===== config.mk =====
export PLATFORM = sky130hd
export DESIGN_NAME = iterative_shifter
export DESIGN_NICKNAME = d
export VERILOG_FILES = /design/src/rtl/shift_pkg.sv /design/src/rtl/shift_step.sv /design/src/rtl/iterative_shifter.sv
export SDC_FILE = /design/constraint.sdc
export NUM_CORES = 1
export LEC_CHECK = 0
export BUFFER_PORTS_ARGS = -buffer_cell sky130_fd_sc_hd__buf_4
export CAP_MARGIN = 25
export CORE_ASPECT_RATIO = 2
export CORE_MARGIN = 8
export CORE_UTILIZATION = 40
export CTS_CLUSTER_SIZE = 24
export DETAILED_ROUTE_END_ITERATION = 8
export PLACE_DENSITY_LB_ADDON = 0.08
export SYNTH_ARGS = -nofsm -noshare
export SYNTH_HDL_FRONTEND = slang
export SYNTH_HIERARCHICAL = 1
export SYNTH_SLANG_ARGS = --single-unit

===== constraint.sdc =====
create_clock -name clk -period 1.66 [get_ports clk]
set_input_delay 0.415 -clock clk [delete_from_list [all_inputs] [get_ports clk]]
set_output_delay 0.415 -clock clk [all_outputs]
set_load 0.005 [all_outputs]

===== src/rtl/shift_pkg.sv =====
// Shared opcodes, FSM state encoding and default sizes for the iterative shifter.
package shift_pkg;

    localparam int DEF_WIDTH   = 32;
    localparam int DEF_SHAMT_W = 5;

    // Same encoding as the single-cycle datapath shifter
    localparam logic [1:0] SHIFT_SLL = 2'b00;
    localparam logic [1:0] SHIFT_SRL = 2'b01;
    localparam logic [1:0] SHIFT_SRA = 2'b10;
    localparam logic [1:0] SHIFT_ROR = 2'b11;

    typedef enum logic [1:0] {
        ST_IDLE  = 2'd0,
        ST_SHIFT = 2'd1,
        ST_DONE  = 2'd2
    } state_t;

endpackage


===== src/rtl/shift_step.sv =====
// Combinational one-bit shift selected by op; rotate-right branch exists only
// when SHIFT_ROR_EN is defined, otherwise opcode 11 passes data through.
module shift_step
    import shift_pkg::*;
#(
    parameter int WIDTH = DEF_WIDTH
) (
    input  logic [WIDTH-1:0] i_data,
    input  logic [1:0]       i_op,
    output logic [WIDTH-1:0] o_data
);

    always_comb begin
        o_data = i_data;
        case (i_op)
            SHIFT_SLL: o_data = {i_data[WIDTH-2:0], 1'b0};
            SHIFT_SRL: o_data = {1'b0, i_data[WIDTH-1:1]};
            SHIFT_SRA: o_data = {i_data[WIDTH-1], i_data[WIDTH-1:1]};
`ifdef SHIFT_ROR_EN
            SHIFT_ROR: o_data = {i_data[0], i_data[WIDTH-1:1]};
`endif
            default:   o_data = i_data;
        endcase
    end

endmodule


===== src/rtl/iterative_shifter.sv =====
// Multi-cycle shifter: one bit per clock, done pulses shamt+1 cycles after start.
// Optional rotate-right for opcode 11 is enabled by defining SHIFT_ROR_EN.
module iterative_shifter
    import shift_pkg::*;
#(
    parameter int WIDTH   = DEF_WIDTH,
    parameter int SHAMT_W = DEF_SHAMT_W
) (
    input  logic               clk,
    input  logic               reset_n,
    input  logic               start,
    input  logic [1:0]         shift_ctrl,
    input  logic [SHAMT_W-1:0] shamt,
    input  logic [WIDTH-1:0]   shift_in,
    output logic               busy,
    output logic               done,
    output logic [WIDTH-1:0]   shift_out
);

`ifdef SHIFT_ROR_EN
    localparam bit ROR_EN = 1'b1;
`else
    localparam bit ROR_EN = 1'b0;
`endif

    state_t             r_state;
    state_t             w_state_nxt;
    logic [SHAMT_W-1:0] r_count;
    logic [1:0]         r_op;
    logic [WIDTH-1:0]   r_result;
    logic [WIDTH-1:0]   w_step;
    logic               w_accept;
    logic               w_quick;

    assign w_accept = start && ((r_state == ST_IDLE) || (r_state == ST_DONE));
    // Zero-length shifts and pass-through complete straight from the load edge
    assign w_quick  = (shamt == '0) || (!ROR_EN && (shift_ctrl == SHIFT_ROR));

    shift_step #(.WIDTH(WIDTH)) u_step (
        .i_data (r_result),
        .i_op   (r_op),
        .o_data (w_step)
    );

    always_comb begin
        w_state_nxt = r_state;
        case (r_state)
            ST_IDLE, ST_DONE: begin
                if (w_accept)
                    w_state_nxt = w_quick ? ST_DONE : ST_SHIFT;
                else
                    w_state_nxt = ST_IDLE;
            end
            ST_SHIFT: begin
                if (r_count == SHAMT_W'(1))
                    w_state_nxt = ST_DONE;
            end
            default: w_state_nxt = ST_IDLE;
        endcase
    end

    always_ff @(posedge clk or negedge reset_n) begin
        if (!reset_n) begin
            r_state  <= ST_IDLE;
            r_count  <= '0;
            r_op     <= SHIFT_SLL;
            r_result <= '0;
        end else begin
            r_state <= w_state_nxt;
            if (w_accept) begin
                r_result <= shift_in;
                r_count  <= shamt;
                r_op     <= shift_ctrl;
            end else if (r_state == ST_SHIFT) begin
                r_result <= w_step;
                r_count  <= r_count - SHAMT_W'(1);
            end
        end
    end

    assign busy      = (r_state == ST_SHIFT);
    assign done      = (r_state == ST_DONE);
    assign shift_out = r_result;

endmodule

# Word level (Yosys, flattened, before mapping)
# Index checks and enable logic that the tools add are counted.
# totals
ff_bits,41
in_bits,42
output_inout_bits,34
wordCells,35
# op_classes
add_sub_neg,1
n_eq_ne,8
mux,9
reduce_logical,12
# ops
operator,n
$pmux 32 s3,1
$mux 32,2
$mux 5,2
$eq 2x2->1 const B,3
$mux 2,3
$eq 5x1->1 const B,1
$logic_not 5->1,1
$sub 5x1->5 const B,1
$eq 2x1->1 const B,2
$logic_not 2->1,2
$pmux 2 s2,1
$reduce_bool 4->1,1
$reduce_and 3->1,1
$reduce_bool 3->1,1
$logic_or 1x1->1,2
$ne 2x1->1 const B,1
$ne 2x2->1 const B,1
$reduce_and 2->1,1
$reduce_bool 2->1,1
$reduce_or 2->1,1
$logic_and 1x1->1,1

# Longest topological paths before layout
# Gate-level depths: netlist of the first run.
# logic_depth
ltp_word,5
ltp_mapped,6
ltp_nobuf,5

# Cells and area by module
# Netlist of the first run, hierarchy kept.
# modules_own_cells
mod,n_inst,cells_per_inst,area_per_inst_um2,seq_area_each_um2
iterative_shifter,1,200,1868.0,1026.0
shift_step,1,106,1083.5,0.0

# Worst setup path before layout of the first run
# No wires, ideal clock.
# synth_path
kind,register to register
start,reg r_count[0]
end,reg r_count[3]
arrival_ns,1.303
path_slack_ns,0.231
path_stages_with_launch,4
path_buffers,0
period_less_slack_ns,1.429
cell_sequence,dfrtp_1 or3_1 mux2_4 a221o_1
# synth_between
elab_chain_cells,3
# synth_lines
item,line,rtl
from (decl),iterative_shifter.sv:28,logic [SHAMT_W-1:0] r_count;
from (signal assigned),iterative_shifter.sv:72,r_count <= shamt;
from (signal assigned),iterative_shifter.sv:76,r_count <= r_count - SHAMT_W'(1);
$sub 5x1->5,iterative_shifter.sv:76,
$mux 5,iterative_shifter.sv:74,end else if (r_state == ST_SHIFT) begin
$mux 5,iterative_shifter.sv:70,if (w_accept) begin
# No other way between the ends. The select of a mux whose other input is x is not followed.
# A chain may end at the register's enable or synchronous reset.

# Final worst setup path of the first run
# Same ends and word-level chain as after synthesis.

==> results of run 1 <==
-- metrics by stage --
| stage | hold slack (ns) | utilization | instances |
|---|---|---|---|
| final | 0.0266 | 0.511 | 466 |
| after global routing | 0.0465 | 0.511 | 466 |
| after CTS | 0.0302 | 0.511 | 466 |
| after detailed placement | 0.337 | 0.491 | 459 |
| after global placement | 0.335 | 0.491 | 459 |
| after floorplan | 0.119 | - | 306 |
-- layer usage --
metal | up-vias | wire length (µm)
met5 | - | 0
met4 | 0 | 137
met3 | 11 | 324
met2 | 55 | 4360
met1 | 1181 | 3080
li1 | 1251 | -
-- cell usage after synthesis (all sizes together), types with 3 or more instances --
master,count,area (µm²)
nor3,9,45.0
nor2,21,78.8
a221o,3,31.3
o22ai,9,56.3
mux2i,92,921
buf,19,190
a22oi,15,113
inv,3,16.3
nand2,43,161
clkbuf,8,30.0
dfrtp,41,1030
a31oi,9,56.3
nand3,17,85.1
-- area by class of cell --
type                       instances  share of cell area
clock buffer                       7              0.0387
inverter                           3             0.00441
timing repair buffer              88               0.186
multi-input combinational        235               0.460
tap                               92              0.0312
sequential                        41               0.280
-- worst paths after layout --
| kind | start | end | depth (start not counted) |
|---|---|---|---|
| max in group asynchronous | reset_n | shift_out[25]$_DFFE_PN0P_ | 2 |
| worst min register to register | r_count[1]$_DFFE_PN0P_ | r_count[1]$_DFFE_PN0P_ | 1 |
| min in group clk | shift_in[28] | shift_out[28]$_DFFE_PN0P_ | 3 |
| worst max-delay path | r_count[0]$_DFFE_PN0P_ | r_count[3]$_DFFE_PN0P_ | 3 |
| worst min-delay path | reset_n | shift_out[10]$_DFFE_PN0P_ | 1 |
| worst max register to register | r_count[0]$_DFFE_PN0P_ | r_count[3]$_DFFE_PN0P_ | 3 |
-- cells by family after synthesis --
kind of cell / count (synthesis) / synth area share
fa+ha+maj: 2 / 0.00848
mux: 93 / 0.317
simple gates: 99 / 0.147
compound gates: 41 / 0.100
buf+inv: 30 / 0.0801
flops: 41 / 0.348
-- flip-flops by register name, indices dropped and copies added (netlist names) --
register and count:
shift_out 32, r_count 5, r_op 2, r_state 2
-- power groups by stage --
stage	combinational, mW	sequential [mW]	clock [mW]
after detailed placement	4.67	2.37	0
after global placement	4.59	2.36	0
final	4.60	2.35	0.957
after global routing	5.13	2.47	1.03
after CTS	4.68	2.36	0.998
after floorplan	3.59	2.12	0
==> key figures, run 1 <==
Floorplanning
  – # rows: 44
  – Die X: between 70 and 80 µm
  – Total die area: 10,600 µm²
  – Die Ht: 137 µm
  – Initial cell density of the core: 0.409
  – Number of top-level pins: 76
  – Core Footprint: 7210 µm²

Clocking
  – Clock slew seen by the registers of the worst setup and hold paths: 0.06 ns
  – Post-CTS Setup Inserts: 0
  – Number of buffers added to fix hold violations after cts: 0
  – # resized after CTS: 0
  – Maximum level of the CTS H-tree: 2
  – Number of sinks on the clock net: 41
  – Clock tree from TritonCTS: built
  – Buffer cell driving the clock tree root: sky130_fd_sc_hd__clkbuf_16
  – Cts bufs inserted: 5
  – Clock Latency Late Sink: ~0.28 ns
  – Maximum number of buffers from clock root to sink: 2

Synth
  – Fraction of registers with async set/reset: 1.00
  – Synth Cell Area: 2950 µm²
  – Post-synthesis cell count: about 310
  – Yosys reg bits: 41
  – Number of enable-type register cells in the synthesized netlist: 0
  – Dominant synthesized flop cell: sky130_fd_sc_hd__dfrtp_1
  – Count of warnings emitted by yosys: 6
  – Synth cell types: 31
  – Average cell area after synthesis: 9.65 µm²
  – Syn_nets: 350
  – Sequential-to-total area share from yosys stat: 0.348

Critical path
  – Startpoint Class: flip-flop
  – Data arrival at the endpoint of the critical path: 1.70 ns
  – Dominant delay contributor by cell family on the critical path: simple AND/OR/NAND/NOR gates
  – Worst Path Max Fanout: 5
  – Sequence of cells on the critical path: or3_1, mux2_4, a221o_1
  – Stage delay of the slowest cell on the critical path: 0.43 ns
  – Setup slack, reg-to-reg: 0.13 ns
  – Slowest CP cell: sky130_fd_sc_hd__or3_1
  – Crit path buf inv count: 0
  – Critical path endpoint category: flip-flop
  – Data required, critical path: 1.82 ns
  – Type of the worst setup path: flip-flop to flip-flop

Global route
  – Global routing's busiest layer: met2
  – Met2 Usage GRT: 0.289
  – Wire length of the first global-routing pass: approximately 13,000 µm
  – M1 GR Usage: 0.152
  – Total routing usage reported by global routing: 0.152
  – Pin count of the biggest net entering global routing: 44
  – Via count of the first global-routing pass: roughly 2,700
  – Antenna violations before repair: 0
  – Sum of overflow across all layers after global routing: 0
  – Met3 capacity usage during global routing: 0.0379

Detailed routing
  – Via/cell ratio: 5.36
  – First-pass iteration count of the detailed router: 5
  – Final ANT Viol Nets: 0
  – Detailed Route Iter0 Violations: ~100
  – Routed wire length: 7900 µm
  – Number of remaining DRC errors: 0
  – Routed via count: between 2,000 and 2,500
  – Final routed wire length divided by cell count: 17.0 µm

Final layout
  – Number of antenna cells inserted: 0
  – Multi-input gate area in the final layout: 1690 µm²
  – Area grow syn2layout: 24.8%
  – Leading cell type in the layout, fill and taps excluded: sky130_fd_sc_hd__mux2i_1
  – Sequential standard cell area: 1030 µm²
  – Final #Nets: 418
  – Fill cells: 724
  – Commonest non-fill, non-tap cells in the layout: 92 x sky130_fd_sc_hd__mux2i_1, 86 x sky130_fd_sc_hd__buf_4, 43 x sky130_fd_sc_hd__nand2_1
  – Ratio of cells with drive above 1 in the final layout: 0.270
  – Total non-filler cell area in the finished layout: between 3000 and 4000 µm²

STA
  – RSZ-0062 raised after global routing: false
  – Slew Limit Fails: 0
  – Max Fclk: 0.652 GHz
  – Final worst path period need: 1.53 ns
  – Worst Clk Skew: 0.00416 ns
  – Post-route fraction of the period consumed by the critical path: 0.924
  – Setup_tns: 0 ns
  – Hold violation count in the final report: 0
  – Smallest setup slack after layout: 0.126 ns
  – Final setup violation count: 0
  – Headroom to the max-slew limit: 0.703
  – Transition time of the tightest slew-check pin: 0.445 ns

Power and ir drop
  – Peak supply drop: 1040 µV
  – Switching power share of the total: 0.426
  – PD cells: between 2000 and 2500 nW/µm²
  – Sequential fraction of design power: 0.298
  – Power share of the clock group: 0.121
  – Leak: 1.74 nW
  – Internal Power: 4.54 mW
  – Overall Power: 7.91 mW
  – Power dissipated by switching net loads: 3.37 mW
  – Combinational group share of total power: 0.581

Placed design
  – Post-DP HPWL: 5690 µm
  – Post-place setup slack: 0.143 ns
  – Cell Area, Placed: 3540 µm²
  – GP Congestion: about 0.73
  – Count of buffers inserted at the top-level ports: 75

Worst hold path
  – Worst hold path class: input pin to async pin

Run
  – Max Cap Violations: 0

Run status
  – Run status: finished, final reports clean
Note: power is estimated with default switching activity, not from simulation.
==> run 2, diff against run 1 <==
- clock period: 1.66 -> 1.7 ns (I/O delays scaled with it)
==> key figures, run 2 (synthesis gave the netlist of run 1 again) <==
Floorplanning
  – Core Footprint: 7210 µm² (unchanged)
  – # rows: 44 (unchanged)
  – Die Ht: 137 µm (unchanged)
  – Total die area: 10,600 µm² (unchanged)
  – Die X: 76.7 µm (unchanged)
  – Initial cell density of the core: 0.409 (unchanged)
  – Number of top-level pins: 76 (unchanged)

Critical path
  – Endpoint of the most critical setup path: busy
  – Critical path startpoint: r_state[1]$_DFFE_PN0P_
  – Data arrival at the endpoint of the critical path: 1.14 ns (-0.56 ns)
  – Type of the worst setup path: flip-flop to primary output
  – Data required, critical path: 1.27 ns (-0.55 ns)
  – Setup slack, reg-to-reg: 0.21 ns (+0.08 ns)
  – Reg2Reg Capture Point: r_count[3]$_DFFE_PN0P_
  – Critical path endpoint category: primary output
  – Number of cells traversed by the worst register-to-register path: 3 (unchanged)
  – Worst Path Max Fanout: 6 (+1)
  – Startpoint of the worst register-to-register path: r_count[0]$_DFFE_PN0P_
  – Startpoint Class: flip-flop

Detailed routing
  – First-pass iteration count of the detailed router: 4 (-1)
  – Final routed wire length divided by cell count: 17.4 µm (+2.6%)
  – Final ANT Viol Nets: 0 (unchanged)
  – Via/cell ratio: 5.56 (+3.7%)
  – Detailed Route Iter0 Violations: 137 (+33%)
  – Routed via count: 2,569 (+2.8%)
  – Routed wire length: 8040 µm (+1.8%)
  – Number of remaining DRC errors: 0 (unchanged)

STA
  – Hold violation count in the final report: 0 (unchanged)
  – Setup_tns: 0 ns (unchanged)
  – Final setup violation count: 0 (unchanged)
  – Final worst path period need: 1.57 ns
  – Smallest setup slack after layout: 0.133 ns (+0.00686 ns)
  – Final hold slack: 0.110 ns (+0.0833 ns)
  – Transition time of the tightest slew-check pin: 0.556 ns (+0.110 ns)
  – Worst Clk Skew: 0.00864 ns (+0.00449 ns)
  – Post-route fraction of the period consumed by the critical path: 0.922
  – Max Fclk: 0.638 GHz
  – Slew Limit Fails: 0 (unchanged)
  – RSZ-0062 raised after global routing: false
  – Headroom to the max-slew limit: 0.630 (-0.0735)

Clocking
  – Number of sinks on the clock net: 41 (unchanged)
  – Post-CTS Setup Inserts: 0 (unchanged)
  – Maximum level of the CTS H-tree: 2 (unchanged)
  – Buffer cell driving the clock tree root: sky130_fd_sc_hd__clkbuf_16
  – Clock slew seen by the registers of the worst setup and hold paths: 0.07 ns (about the same)
  – Clock Latency Late Sink: 0.29 ns (about the same)
  – Cts bufs inserted: 5 (unchanged)
  – Clock tree from TritonCTS: built
  – Maximum number of buffers from clock root to sink: 2 (unchanged)

Worst hold path
  – Worst hold path class: input pin to async pin

Final layout
  – Commonest non-fill, non-tap cells in the layout: 92 x sky130_fd_sc_hd__mux2i_1, 79 x sky130_fd_sc_hd__buf_4, 43 x sky130_fd_sc_hd__nand2_1
  – Leading cell type in the layout, fill and taps excluded: sky130_fd_sc_hd__mux2i_1
  – Number of antenna cells inserted: 0 (unchanged)
  – Sequential standard cell area: 1030 µm² (unchanged)
  – Ratio of cells with drive above 1 in the final layout: 0.268 (-0.00249)
  – Largest register FFs: 32 (unchanged)
  – Final #Nets: 413 (-1.2%)
  – Count of non-filler cells in the finished layout: 462 (-0.86%)
  – Multi-input gate area in the final layout: 1700 µm² (+0.15%)
  – Share of the core filled with cells: 0.516 (+0.00521)
  – Fill cells: 697 (-3.7%)
  – Area grow syn2layout: 26.1%
  – Total non-filler cell area in the finished layout: 3720 µm² (+1.0%)

Global route
  – Total routing usage reported by global routing: 0.154 (+0.00132)
  – Wire length of the first global-routing pass: 13,200 µm (+0.58%)
  – Via count of the first global-routing pass: 2,584 (-4.8%)
  – Pin count of the biggest net entering global routing: 44 (unchanged)
  – Sum of overflow across all layers after global routing: 0 (unchanged)
  – Antenna violations before repair: 0 (unchanged)

Power and ir drop
  – Peak supply drop: 1500 µV (+45%)
  – Leak: 1.75 nW (+0.51%)
  – PD cells: 2170 nW/µm² (+1.3%)
  – Overall Power: 8.09 mW (+2.3%)

Placed design
  – Post-place setup slack: 0.166 ns (+0.0226 ns)
  – Placed Cells incl. Taps: 454 (-1.1%)
  – GP Congestion: 0.777 (+6.0%)
  – Count of buffers inserted at the top-level ports: 75 (unchanged)
  – Cell Area, Placed: 3530 µm² (-0.35%)
  – Post-DP HPWL: 5600 µm (-1.6%)

Run
  – Max Cap Violations: 0 (unchanged)

Run status
  – Run status: finished, final reports clean
run 2: cell types whose count changed in the layout (fill, tap and decap cells not counted), sizes merged:
| cell | previous run | this run |
|---|---|---|
| buf | 88 | 83 |
| bufinv | 0 | 2 |
| clkbuf | 7 | 5 |
| clkinv | 0 | 1 |
run 2: report_power, final:
part	total (mW)	internal (mW)	leakage (nW)	switching, mW
clock	1.25	0.839	0.0938	0.408
combinational	4.56	2.37	1.17	2.20
sequential	2.28	1.50	0.487	0.775
run 2: worst min-delay path by stage:
stage / startpoint / endpoint / slack, ns / depth (start not counted)
3_3_place_gp: reset_n / r_count[1]$_DFFE_PN0P_ / 0.46 / 1
4_1_cts: reset_n / r_count[1]$_DFFE_PN0P_ / 0.14 / 1
2_1_floorplan: reset_n / r_count[0]$_DFFE_PN0P_ / 0.13 / 0
5_1_grt: reset_n / r_count[1]$_DFFE_PN0P_ / 0.17 / 1
6_report: reset_n / r_count[1]$_DFFE_PN0P_ / 0.11 / 1
3_5_place_dp: reset_n / r_count[1]$_DFFE_PN0P_ / 0.45 / 1
run 2: final cells by class:
cell class / instances / share of cell area
Clock buffer: 5 / 0.0336
Clock inverter: 3 / 0.0175
Inverter: 3 / 0.00437
Multi-Input combinational cell: 235 / 0.456
Sequential cell: 41 / 0.277
Tap cell: 92 / 0.0309
Timing Repair Buffer: 83 / 0.181
run 2: routing by layer:
layer | routed length [µm] | GRT usage | up-vias
met3 | 309 | 0.0327 | 9
li1 | - | - | 1243
met2 | 4310 | 0.280 | 58
met1 | 3270 | 0.169 | 1259
met5 | 0 | 0 | -
met4 | 148 | 0.0603 | 0
run 2: critical path, stage by stage, from the launching register on:
cell,delay (ns)
sky130_fd_sc_hd__dfrtp_1,0.39
sky130_fd_sc_hd__nand2b_2,0.26
sky130_fd_sc_hd__inv_6,0.10
sky130_fd_sc_hd__buf_4,0.11
run 2: timing repair:
action / 4_1_cts / 5_1_grt
hold buffers: 0 / 0
endpoints found under the hold margin: 0 / 0
endpoints found under the setup margin: 0 / 1
resized for setup: 0 / 1
